<file path="src/rtl/shift_unit_seq.sv">
// shift_unit_seq: iterative LSL/LSR/ASR/ROL shifter, one bit position per clock,
// with a start/busy/done handshake and registered result.
module shift_unit_seq #(
  parameter int WIDTH = 8,
  localparam int AW = $clog2(WIDTH)
) (
  input  logic             clk,
  input  logic             rst,
  input  logic             start,
  input  logic [WIDTH-1:0] din,
  input  logic [AW-1:0]    amt,
  input  logic [1:0]       mode,
  output logic             busy,
  output logic             done,
  output logic [WIDTH-1:0] dout,
  output logic             cout
);
  typedef enum logic [1:0] {IDLE, SHIFT, DONE} state_e;
  state_e           state_q, state_d;
  logic [WIDTH-1:0] work_q, work_d, dout_q, dout_d, step_w;
  logic [AW-1:0]    cnt_q, cnt_d;
  logic [1:0]       mode_q, mode_d;
  logic             cbit_q, cbit_d, cout_q, cout_d, step_c;
  assign step_w = mode_q == 2'b00 ? {work_q[WIDTH-2:0], 1'b0} :
                  mode_q == 2'b01 ? {1'b0, work_q[WIDTH-1:1]} :
                  mode_q == 2'b10 ? {work_q[WIDTH-1], work_q[WIDTH-1:1]} :
                                    {work_q[WIDTH-2:0], work_q[WIDTH-1]};
  // right shifts lose the LSB, left shift and rotate lose the MSB
  assign step_c = (mode_q[1] ^ mode_q[0]) ? work_q[0] : work_q[WIDTH-1];
  always_comb begin
    state_d = state_q;
    work_d  = work_q;
    cnt_d   = cnt_q;
    mode_d  = mode_q;
    cbit_d  = cbit_q;
    dout_d  = dout_q;
    cout_d  = cout_q;
    if (state_q == IDLE && start) begin
      work_d  = din;
      cnt_d   = amt;
      mode_d  = mode;
      cbit_d  = 1'b0;
      state_d = amt != '0 ? SHIFT : DONE;
    end else if (state_q == SHIFT) begin
      work_d  = step_w;
      cbit_d  = step_c;
      cnt_d   = cnt_q != '0 ? cnt_q - AW'(1) : cnt_q;
      state_d = cnt_q <= AW'(1) ? DONE : SHIFT;
    end else if (state_q == DONE) begin
      dout_d  = work_q;
      cout_d  = cbit_q;
      state_d = IDLE;
    end
  end
  always_ff @(posedge clk) begin
    if (rst) begin
      state_q <= IDLE;
      work_q  <= '0;
      cnt_q   <= '0;
      mode_q  <= '0;
      cbit_q  <= 1'b0;
      dout_q  <= '0;
      cout_q  <= 1'b0;
    end else begin
      state_q <= state_d;
      work_q  <= work_d;
      cnt_q   <= cnt_d;
      mode_q  <= mode_d;
      cbit_q  <= cbit_d;
      dout_q  <= dout_d;
      cout_q  <= cout_d;
    end
  end
  assign busy = state_q != IDLE;
  assign done = state_q == DONE;
  assign dout = dout_q;
  assign cout = cout_q;
endmodule

</file>
<file path="config.mk">
export PLATFORM = sky130hd
export DESIGN_NAME = shift_unit_seq
export DESIGN_NICKNAME = d
export VERILOG_FILES = /design/src/rtl/shift_unit_seq.sv
export SDC_FILE = /design/constraint.sdc
export NUM_CORES = 1
export LEC_CHECK = 0
export CORE_MARGIN = 3
export CORE_UTILIZATION = 35
export DETAILED_ROUTE_END_ITERATION = 7
export SYNTH_ARGS = -nofsm -noshare
export SYNTH_HDL_FRONTEND = slang
export SYNTH_SLANG_ARGS = --single-unit
</file>
<file path="constraint.sdc">
create_clock -name clk -period 4.4 [get_ports clk]
set_clock_uncertainty 0.15 [all_clocks]
set_input_delay 1.32 -clock clk [delete_from_list [all_inputs] [get_ports clk]]
set_output_delay 1.32 -clock clk [all_outputs]
set_load 0.05 [all_outputs]
</file>
After elaboration in Yosys (flattened, before gate mapping)
Cells that the tools add are included.
- register bits: 25
- output and inout port bits: 11
- bits of input ports: 16
- logic and storage cells: 45
- $lt $le $gt $ge: 1
- eq/ne operators: 5
- bitwise operators: 3
- mux-type cells: 14
- add/sub/neg operators: 1
- reduce and logical (&&, ||, !) cells: 13
- operator list (cell ; count):
    2-to-1 mux 8 bit ; 5
    2-to-1 mux 2 bit ; 5
    2-to-1 mux 3 bit ; 3
    nonzero test 3 bit ; 3
    nonzero test 2 bit ; 3
    == test 2 x 1 -> 1 bit (second input constant) ; 2
    == test 2 bit (second input constant) ; 2
    logical NOT 2 bit ; 2
    inequality test 4 x 3 -> 1 bit (second input constant) ; 1
    AND reduction 2 bit ; 2
    <= comparator 3 x 1 -> 1 bit (second input constant) ; 1
    AND reduction 3 bit ; 1
    subtractor 3 x 1 -> 3 bit (second input constant) ; 1
    inverter 1 bit ; 2
    OR reduction 2 bit ; 1
    logical AND 1 bit ; 1
    2-to-1 mux 1 bit ; 1
    XOR 1 bit ; 1

Logic depth before layout (Yosys ltp)
Gate-level depths: netlist of the first run.
- depth after elaboration: 6
- mapped depth: 5
- mapped depth without buffers: 5

Least setup slack after synthesis of the first run
No wires, ideal clock.
- path kind: register to output
- start: register state_q[1]
- end: output port busy
- setup slack: 1.918 ns
- arrival time: 1.012 ns
- data required time: 2.930 ns
- cell stages (with the launch flop): 4
- path buffers: 1
- path through: dfxtp_1 -> buf_2 -> inv_1 -> nand2_1
- word-level cells in the longest chain between the ends: 1
- ends and longest elaborated chain (item ; line ; source):
    start: declaration ; 19 ; state_e state_q, state_d;
    start signal: assignment ; 65 ; state_q <= state_d;
    nonzero test 2 bit ; 74 ; assign busy = state_q != IDLE;
    end: declaration ; 13 ; output logic busy,
No other way between the ends.

Worst setup path in the final report of the first run
- start: register state_q[1]
- end: output port done
- word-level cells in the longest chain between the ends: 1
- ends and longest elaborated chain (item ; line ; source):
    == test 2 bit ; 75 ; assign done = state_q == DONE;
    end: declaration ; 14 ; output logic done,
No other way between the ends.

==> summary.txt, run 1 <==
Run status
  • Status: completed

Setup path
  • Critical-path cell list: nand2b_1 -> inv_2 -> clkdlybuf4s50_1
  • CP max-delay cell: clkdlybuf4s50_1
  • Arr. time, crit path: between 2 and 2.5 ns
  • Req. time, crit path: slightly below 3 ns
  • Worst Setup Start Kind: flip-flop
  • CP max stage delay: between 0.8 and 0.9 ns
  • Crit path max fanout: 18
  • Crit Path Category: reg2out
  • Number of cells on the worst reg-to-reg path: 3
  • Critical Path Sink Type: primary output
  • Internal reg-to-reg setup slack: 2.37 ns

Floorplanning
  • Die W: approximately 68 um
  • Num ports: 27
  • Initial Util: about two fifths
  • Area of the die: about 4600 um^2
  • Core region area: roughly 3500 um^2
  • Row cnt: 21
  • Die Span Y: around 70 um

Synthesis
  • Syn_area_per_cell: roughly 8.4 um^2
  • Cell variety after synth: 32
  • Synth Register Bits: 25
  • Commonest register cell after synthesis: dfxtp_1
  • Syn_nets: approximately 180
  • Register area share after synthesis: between 30% and 40%
  • Post-synth ARST share: 0%
  • Post-synth EDFFs: 0
  • Synthesized cell area: between 1000 and 1500 um^2
  • YS warnings: 0
  • Cells after Synth: approximately 160

Detailed routing
  • Initial drt markers: approximately 50
  • Vias: ~1200
  • Routed wire length: ~3100 um
  • DRC violation count after routing: 0
  • Wire length per cell: roughly 14 um
  • Drt pass-1 iters: 4
  • Via density: about 5.3
  • Post-DRT Antenna Nets: 0

Finish
  • Area of the multi-input gates: between 700 and 800 um^2
  • Commonest cells after routing, fill and taps aside: nand2_1, clkdlybuf4s50_1, dfxtp_1
  • Register area: between 500 and 600 um^2
  • Share of cells above drive strength 1: 4.89%
  • Area grow syn2layout: 24.9%
  • Diode count: 0
  • Commonest non-fill, non-tap cell in the layout: nand2_1
  • Fillcell total: about 370
  • Final nets: roughly 210
  • Post-route cell area: around 1700 um^2
  • Final std cells w/o fill: 230

Placement
  • GPL Wtd Cong: ~0.77
  • Buffers on Ports: 26
  • Detailed placement HPWL: between 2000 and 2500 um
  • Dpl cell area: between 1500 and 2000 um^2
  • Placed cell count: 226

CTS
  • CTS Sinks: 25
  • Clk pin slew, worst setup/hold paths: around 0.080 ns
  • Clk Latency, worst-skew pair: roughly 0.27 ns
  • CTS tree: built
  • Number of CTS-inserted buffers: 3
  • Clock Tree Buf Depth: 2
  • Hold buffers post-CTS: 0
  • Number of post-CTS setup repair buffers: 0
  • H-tree Lvls: 1
  • CTS root buf: clkbuf_8
  • Post-cts resize count: 0

Global route
  • Total global-route track usage: around 14%
  • Initial antenna violation count: 0
  • Gr ovfl total: 0
  • Largest net degree at the start of global routing: 28
  • Vias in the first global route: 1095
  • First-pass GRT wire length: approximately 5000 um

Worst hold path
  • Hold depth: 2
  • Hold crit path type: reg2reg

Timing
  • Final Hold Fails: 0
  • Worst slew pin tran: about 0.76 ns
  • F_max: ~260 MHz
  • Final Setup Violations: 0
  • RSZ-0062 raised after global routing: false
  • Fin crit period: around 3.8 ns
  • Max-slew violations: 0
  • Slew headroom: about 49%
  • Setup tns final: 0 ns
  • Final period utilization: between 80% and 90%

Pwr
  • IR drop worst, VDD: roughly 0.15 mV
  • LEAKAGE: around 0.60 nW
  • Total power: ~570 uW
  • Power per cell area: 339 nW/um^2

Run
  • Max Cap Viol: 0
## state kept, by name (all words and copies together) (netlist names)
signal / count
cnt_q: 3
mode_q: 2
work_q: 8
cbit_q: 1
dout: 8
state_q: 2
cout: 1
## final timing paths
check                         endpoint                    start
setup reg to reg   cbit_q$_SDFFE_PP0P_  state_q[0]$_SDFFE_PP0P_
hold reg to reg   dout[6]$_SDFFE_PP0P_     dout[6]$_SDFFE_PP0P_
setup / recovery                  done  state_q[1]$_SDFFE_PP0P_
hold / removal    dout[6]$_SDFFE_PP0P_     dout[6]$_SDFFE_PP0P_
## per-stage QoR
| stage | setup WS [ns] | utilization, % | hold slack, ns |
|---|---|---|---|
| finish | 0.569 | 47.8 | 0.308 |
| CTS | 0.561 | 47.8 | 0.314 |
| global placement | 0.927 | 46.5 | 0.296 |
| global route | 0.362 | 47.8 | 0.329 |
| floorplan | 1.92 | - | 0.282 |
| detailed placement | 0.865 | 46.5 | 0.301 |
## where the power goes
part	switching [mW]	total [mW]	internal, mW	leakage, nW
combinational	0.0878	0.159	0.0711	0.375
clock	0.0706	0.135	0.0648	0.0228
sequential	0.0271	0.275	0.248	0.205
total	0.186	0.570	0.384	0.603
## synthesized netlist by cell type (2+ instances only)
| cell | n | area share, % |
|---|---|---|
| inv_1 | 7 | 2.0 |
| a31oi_1 | 4 | 1.9 |
| a21oi_1 | 18 | 6.7 |
| buf_2 | 4 | 1.5 |
| nand2_1 | 32 | 8.9 |
| nand2b_1 | 3 | 1.4 |
| o21ai_0 | 4 | 1.5 |
| clkbuf_1 | 3 | 0.84 |
| nor2_1 | 4 | 1.1 |
| a2111oi_0 | 3 | 2.0 |
| a311oi_1 | 2 | 1.3 |
| ha_1 | 7 | 6.5 |
| o31ai_1 | 7 | 3.9 |
| o21bai_1 | 2 | 1.1 |
| or3b_1 | 9 | 5.9 |
| nor2b_1 | 3 | 1.4 |
| dfxtp_1 | 25 | 37 |
| mux2i_1 | 7 | 5.2 |
| or3_1 | 4 | 1.9 |
## routing by layer
| layer | GRT usage [%] | vias to the layer above | wire length (um) |
|---|---|---|---|
| li1 | - | 619 | - |
| met2 | 23.5 | 25 | 1420 |
| met1 | 18.2 | 560 | 1510 |
| met4 | 5.46 | 0 | 38 |
| met3 | 3.28 | 5 | 160 |
| met5 | 0 | - | 0 |
## layout make-up
type / instances / share of cell area [%]
Clock buffer: 4 / 2.68
Inverter: 8 / 1.79
Multi-Input combinational cell: 120 / 46.4
Sequential cell: 25 / 29.8
Tap cell: 46 / 3.42
Timing Repair Buffer: 27 / 15.9
## critical path, delay by kind of cell (launching register included)
| kind | cells | cell delay, ns |
|---|---|---|
| flops | 1 | 0.64 |
| buf+inv | 2 | 1.09 |
| simple gates | 1 | 0.36 |
## cells by family (layout without fill, tap and decap cells)
kind of cell | Yosys count | count (layout) | synth area share [%]
muxes | 7 | 7 | 5.20
and+or+nand+nor | 62 | 62 | 25.6
DFF | 25 | 25 | 37.2
adders and majority gates | 7 | 7 | 6.51
AOI/OAI and AO/OA | 44 | 44 | 20.7
buffers and inverters | 16 | 39 | 4.83
No activity file was read; power rests on OpenSTA's default activity.
==> run 2, diff against run 1 <==
--- a/config.mk
+++ b/config.mk
@@ -8,6 +8,7 @@
 export CORE_MARGIN = 3
 export CORE_UTILIZATION = 35
 export DETAILED_ROUTE_END_ITERATION = 7
+export PLACE_DENSITY = 0.63
 export SYNTH_ARGS = -nofsm -noshare
 export SYNTH_HDL_FRONTEND = slang
 export SYNTH_SLANG_ARGS = --single-unit
==> run 2 against run 1 <==
  * Maximum frequency up 0.69%
  * Sequential share of layout area down 0.066 points
  * Power rose by 1.2%
==> summary.txt, run 2 (synthesis results as in run 1) <==
Setup path
  • CP bufs+invs: 2 (unchanged)
  • Arr. time, crit path: 2.34 ns (-0.02 ns)
  • Crit Path Category: reg2out
  • Critical Path Sink Type: primary output
  • Number of cells on the worst reg-to-reg path: 3 (unchanged)
  • Worst reg2reg path startpoint: state_q[0]$_SDFFE_PP0P_
  • CP max-delay cell: clkdlybuf4s50_1
  • Req. time, crit path: 2.93 ns (about the same)
  • End of the worst register-to-register path: work_q[7]$_SDFFE_PP0P_
  • Critical-path cell list: nand2b_1 -> inv_2 -> clkdlybuf4s50_1
  • Internal reg-to-reg setup slack: 2.42 ns (+0.05 ns)
  • Crit path max fanout: 18 (unchanged)
  • Worst Setup Start Kind: flip-flop
  • CP top delay family: buffers and inverters
  • CP max stage delay: 0.84 ns (about the same)

Placement
  • Buffers on Ports: 26 (unchanged)
  • Detailed placement HPWL: 2400 um (+1.6%)
  • Dpl cell area: 1640 um^2 (unchanged)
  • Placed cell count: 226 (unchanged)
  • GPL Wtd Cong: 0.799 (+3.8%)

Finish
  • Commonest cells after routing, fill and taps aside: nand2_1, clkdlybuf4s50_1, dfxtp_1
  • Final nets: 208 (unchanged)
  • Share of cells above drive strength 1: 5.43% (+0.54 points)
  • Post-route cell area: 1690 um^2 (+0.22%)
  • Diode count: 0 (unchanged)
  • Commonest non-fill, non-tap cell in the layout: nand2_1
  • Final std cells w/o fill: 230 (unchanged)
  • Area grow syn2layout: 25.2%

Detailed routing
  • Drt pass-1 iters: 4 (unchanged)
  • Post-DRT Antenna Nets: 0 (unchanged)
  • DRC violation count after routing: 0 (unchanged)
  • Routed wire length: 3250 um (+3.9%)
  • Initial drt markers: 76 (+49%)
  • Vias: 1218 (+0.74%)
  • Wire length per cell: 14.1 um (+3.9%)
  • Via density: 5.30 (+0.74%)

CTS
  • CTS Sinks: 25 (unchanged)
  • Hold buffers post-CTS: 0 (unchanged)
  • Post-cts resize count: 0 (unchanged)
  • Number of post-CTS setup repair buffers: 0 (unchanged)
  • H-tree Lvls: 1 (unchanged)
  • Clk Latency, worst-skew pair: 0.27 ns (about the same)
  • Clk pin slew, worst setup/hold paths: 0.09 ns (about the same)
  • Clock Tree Buf Depth: 2 (unchanged)
  • Number of CTS-inserted buffers: 3 (unchanged)
  • CTS root buf: clkbuf_8
  • CTS tree: built

Global route
  • Grt met2 use: 26.4% (+2.9 points)
  • Met3 GRT Util: 4.43% (+1.1 points)
  • Total global-route track usage: 15.5% (+1.1 points)
  • Gr ovfl total: 0 (unchanged)
  • Largest net degree at the start of global routing: 28 (unchanged)
  • First-pass GRT wire length: 5390 um (+8.3%)
  • Met1 Use GR: 18.2% (-0.027 points)
  • Initial antenna violation count: 0 (unchanged)
  • Vias in the first global route: 1177 (+7.5%)
  • GRT busiest layer: met2

Run status
  • Status: completed

Floorplanning
  • Core region area: 3520 um^2 (unchanged)
  • Die W: 68.0 um (unchanged)
  • Die Span Y: 68.0 um (unchanged)
  • Area of the die: 4630 um^2 (unchanged)
  • Initial Util: 38.2% (unchanged)
  • Num ports: 27 (unchanged)
  • Row cnt: 21 (unchanged)

Timing
  • Final period utilization: 86.5% (-0.60 points)
  • Worst slew pin tran: 0.652 ns (-0.110 ns)
  • Setup tns final: 0 ns (unchanged)
  • Final Hold Fails: 0 (unchanged)
  • Fin crit period: 3.81 ns (-0.0262 ns)
  • RSZ-0062 raised after global routing: false
  • Final Setup Violations: 0 (unchanged)
  • Slew headroom: 55.4% (+6.3 points)
  • Max-slew violations: 0 (unchanged)
  • F_max: 263 MHz (+0.69%)
  • Hold slack final: 0.311 ns (+0.00339 ns)

Pwr
  • LEAKAGE: 0.602 nW (-0.17%)
  • IR drop worst, VDD: 0.188 mV (+27%)
  • Power per cell area: 342 nW/um^2 (+1.0%)

Run
  • Max Cap Viol: 0 (unchanged)

Worst hold path
  • Hold crit path type: reg2reg
  • HP Start: dout[2]$_SDFFE_PP0P_
  • Hold depth: 2 (unchanged)
  • Hold path endpoint: dout[2]$_SDFFE_PP0P_
==> run 2: cell types whose count changed in the layout (fill, tap and decap cells not counted) <==
| cell | previous run | this run |
|---|---|---|
| clkbuf_1 | 1 | 0 |
| clkinvlp_4 | 0 | 1 |
==> run 2: per-stage QoR <==
step	power [mW]	setup WS, ns	util (%)
6_report	0.577	0.595	47.9
5_1_grt	0.612	0.399	47.9
4_1_cts	0.581	0.569	47.9
3_5_place_dp	0.440	0.874	46.5
3_3_place_gp	0.435	0.994	46.5
2_1_floorplan	0.389	1.92	-
==> run 2: power by group <==
| group | internal [mW] | switching, mW | leakage [nW] |
|---|---|---|---|
| registers | 0.248 | 0.0288 | 0.205 |
| logic | 0.0711 | 0.0886 | 0.375 |
| clock network | 0.0642 | 0.0758 | 0.0217 |
==> run 2: layout make-up <==
class | count | area [um^2]
inverter | 8 | 30.0
clock inverter | 1 | 7.51
clock buffer | 3 | 41.3
timing repair buffer | 27 | 268
multi-input combinational | 120 | 781
tap | 46 | 57.6
fill | 368 | 1840
sequential | 25 | 500
==> run 2: routing by layer <==
layer	vias up	part of all wire, %
met5	-	0
met4	0	1.7
met3	7	5.8
met2	31	48
met1	560	45
li1	620	-
==> run 2: how the worst max path moves through the flow <==
stage / startpoint / to / slack (ns) / cells after the start
finish: state_q[1]$_SDFFE_PP0P_ / done / 0.59 / 3
CTS: state_q[1]$_SDFFE_PP0P_ / done / 0.57 / 3
global route: state_q[1]$_SDFFE_PP0P_ / done / 0.40 / 3
detailed placement: state_q[1]$_SDFFE_PP0P_ / done / 0.87 / 3
global placement: state_q[1]$_SDFFE_PP0P_ / done / 0.99 / 3
floorplan: state_q[1]$_SDFFE_PP0P_ / busy / 1.92 / 3
==> run 2: tightest hold or removal path: cells and delay by family, from the launching register on <==
kind	cells	cell delay, ns
DFF	1	0.32
and+or+nand+nor	1	0.05
AOI/OAI and AO/OA	1	0.05
==> run 3, diff against run 2 <==
--- a/config.mk
+++ b/config.mk
@@ -8,6 +8,7 @@
 export CORE_MARGIN = 3
 export CORE_UTILIZATION = 35
 export DETAILED_ROUTE_END_ITERATION = 7
+export HOLD_SLACK_MARGIN = 0.12
 export PLACE_DENSITY = 0.63
 export SYNTH_ARGS = -nofsm -noshare
 export SYNTH_HDL_FRONTEND = slang
==> results of run 3 <==
No change in the layout: final DEF, timing and power equal those of run 2.
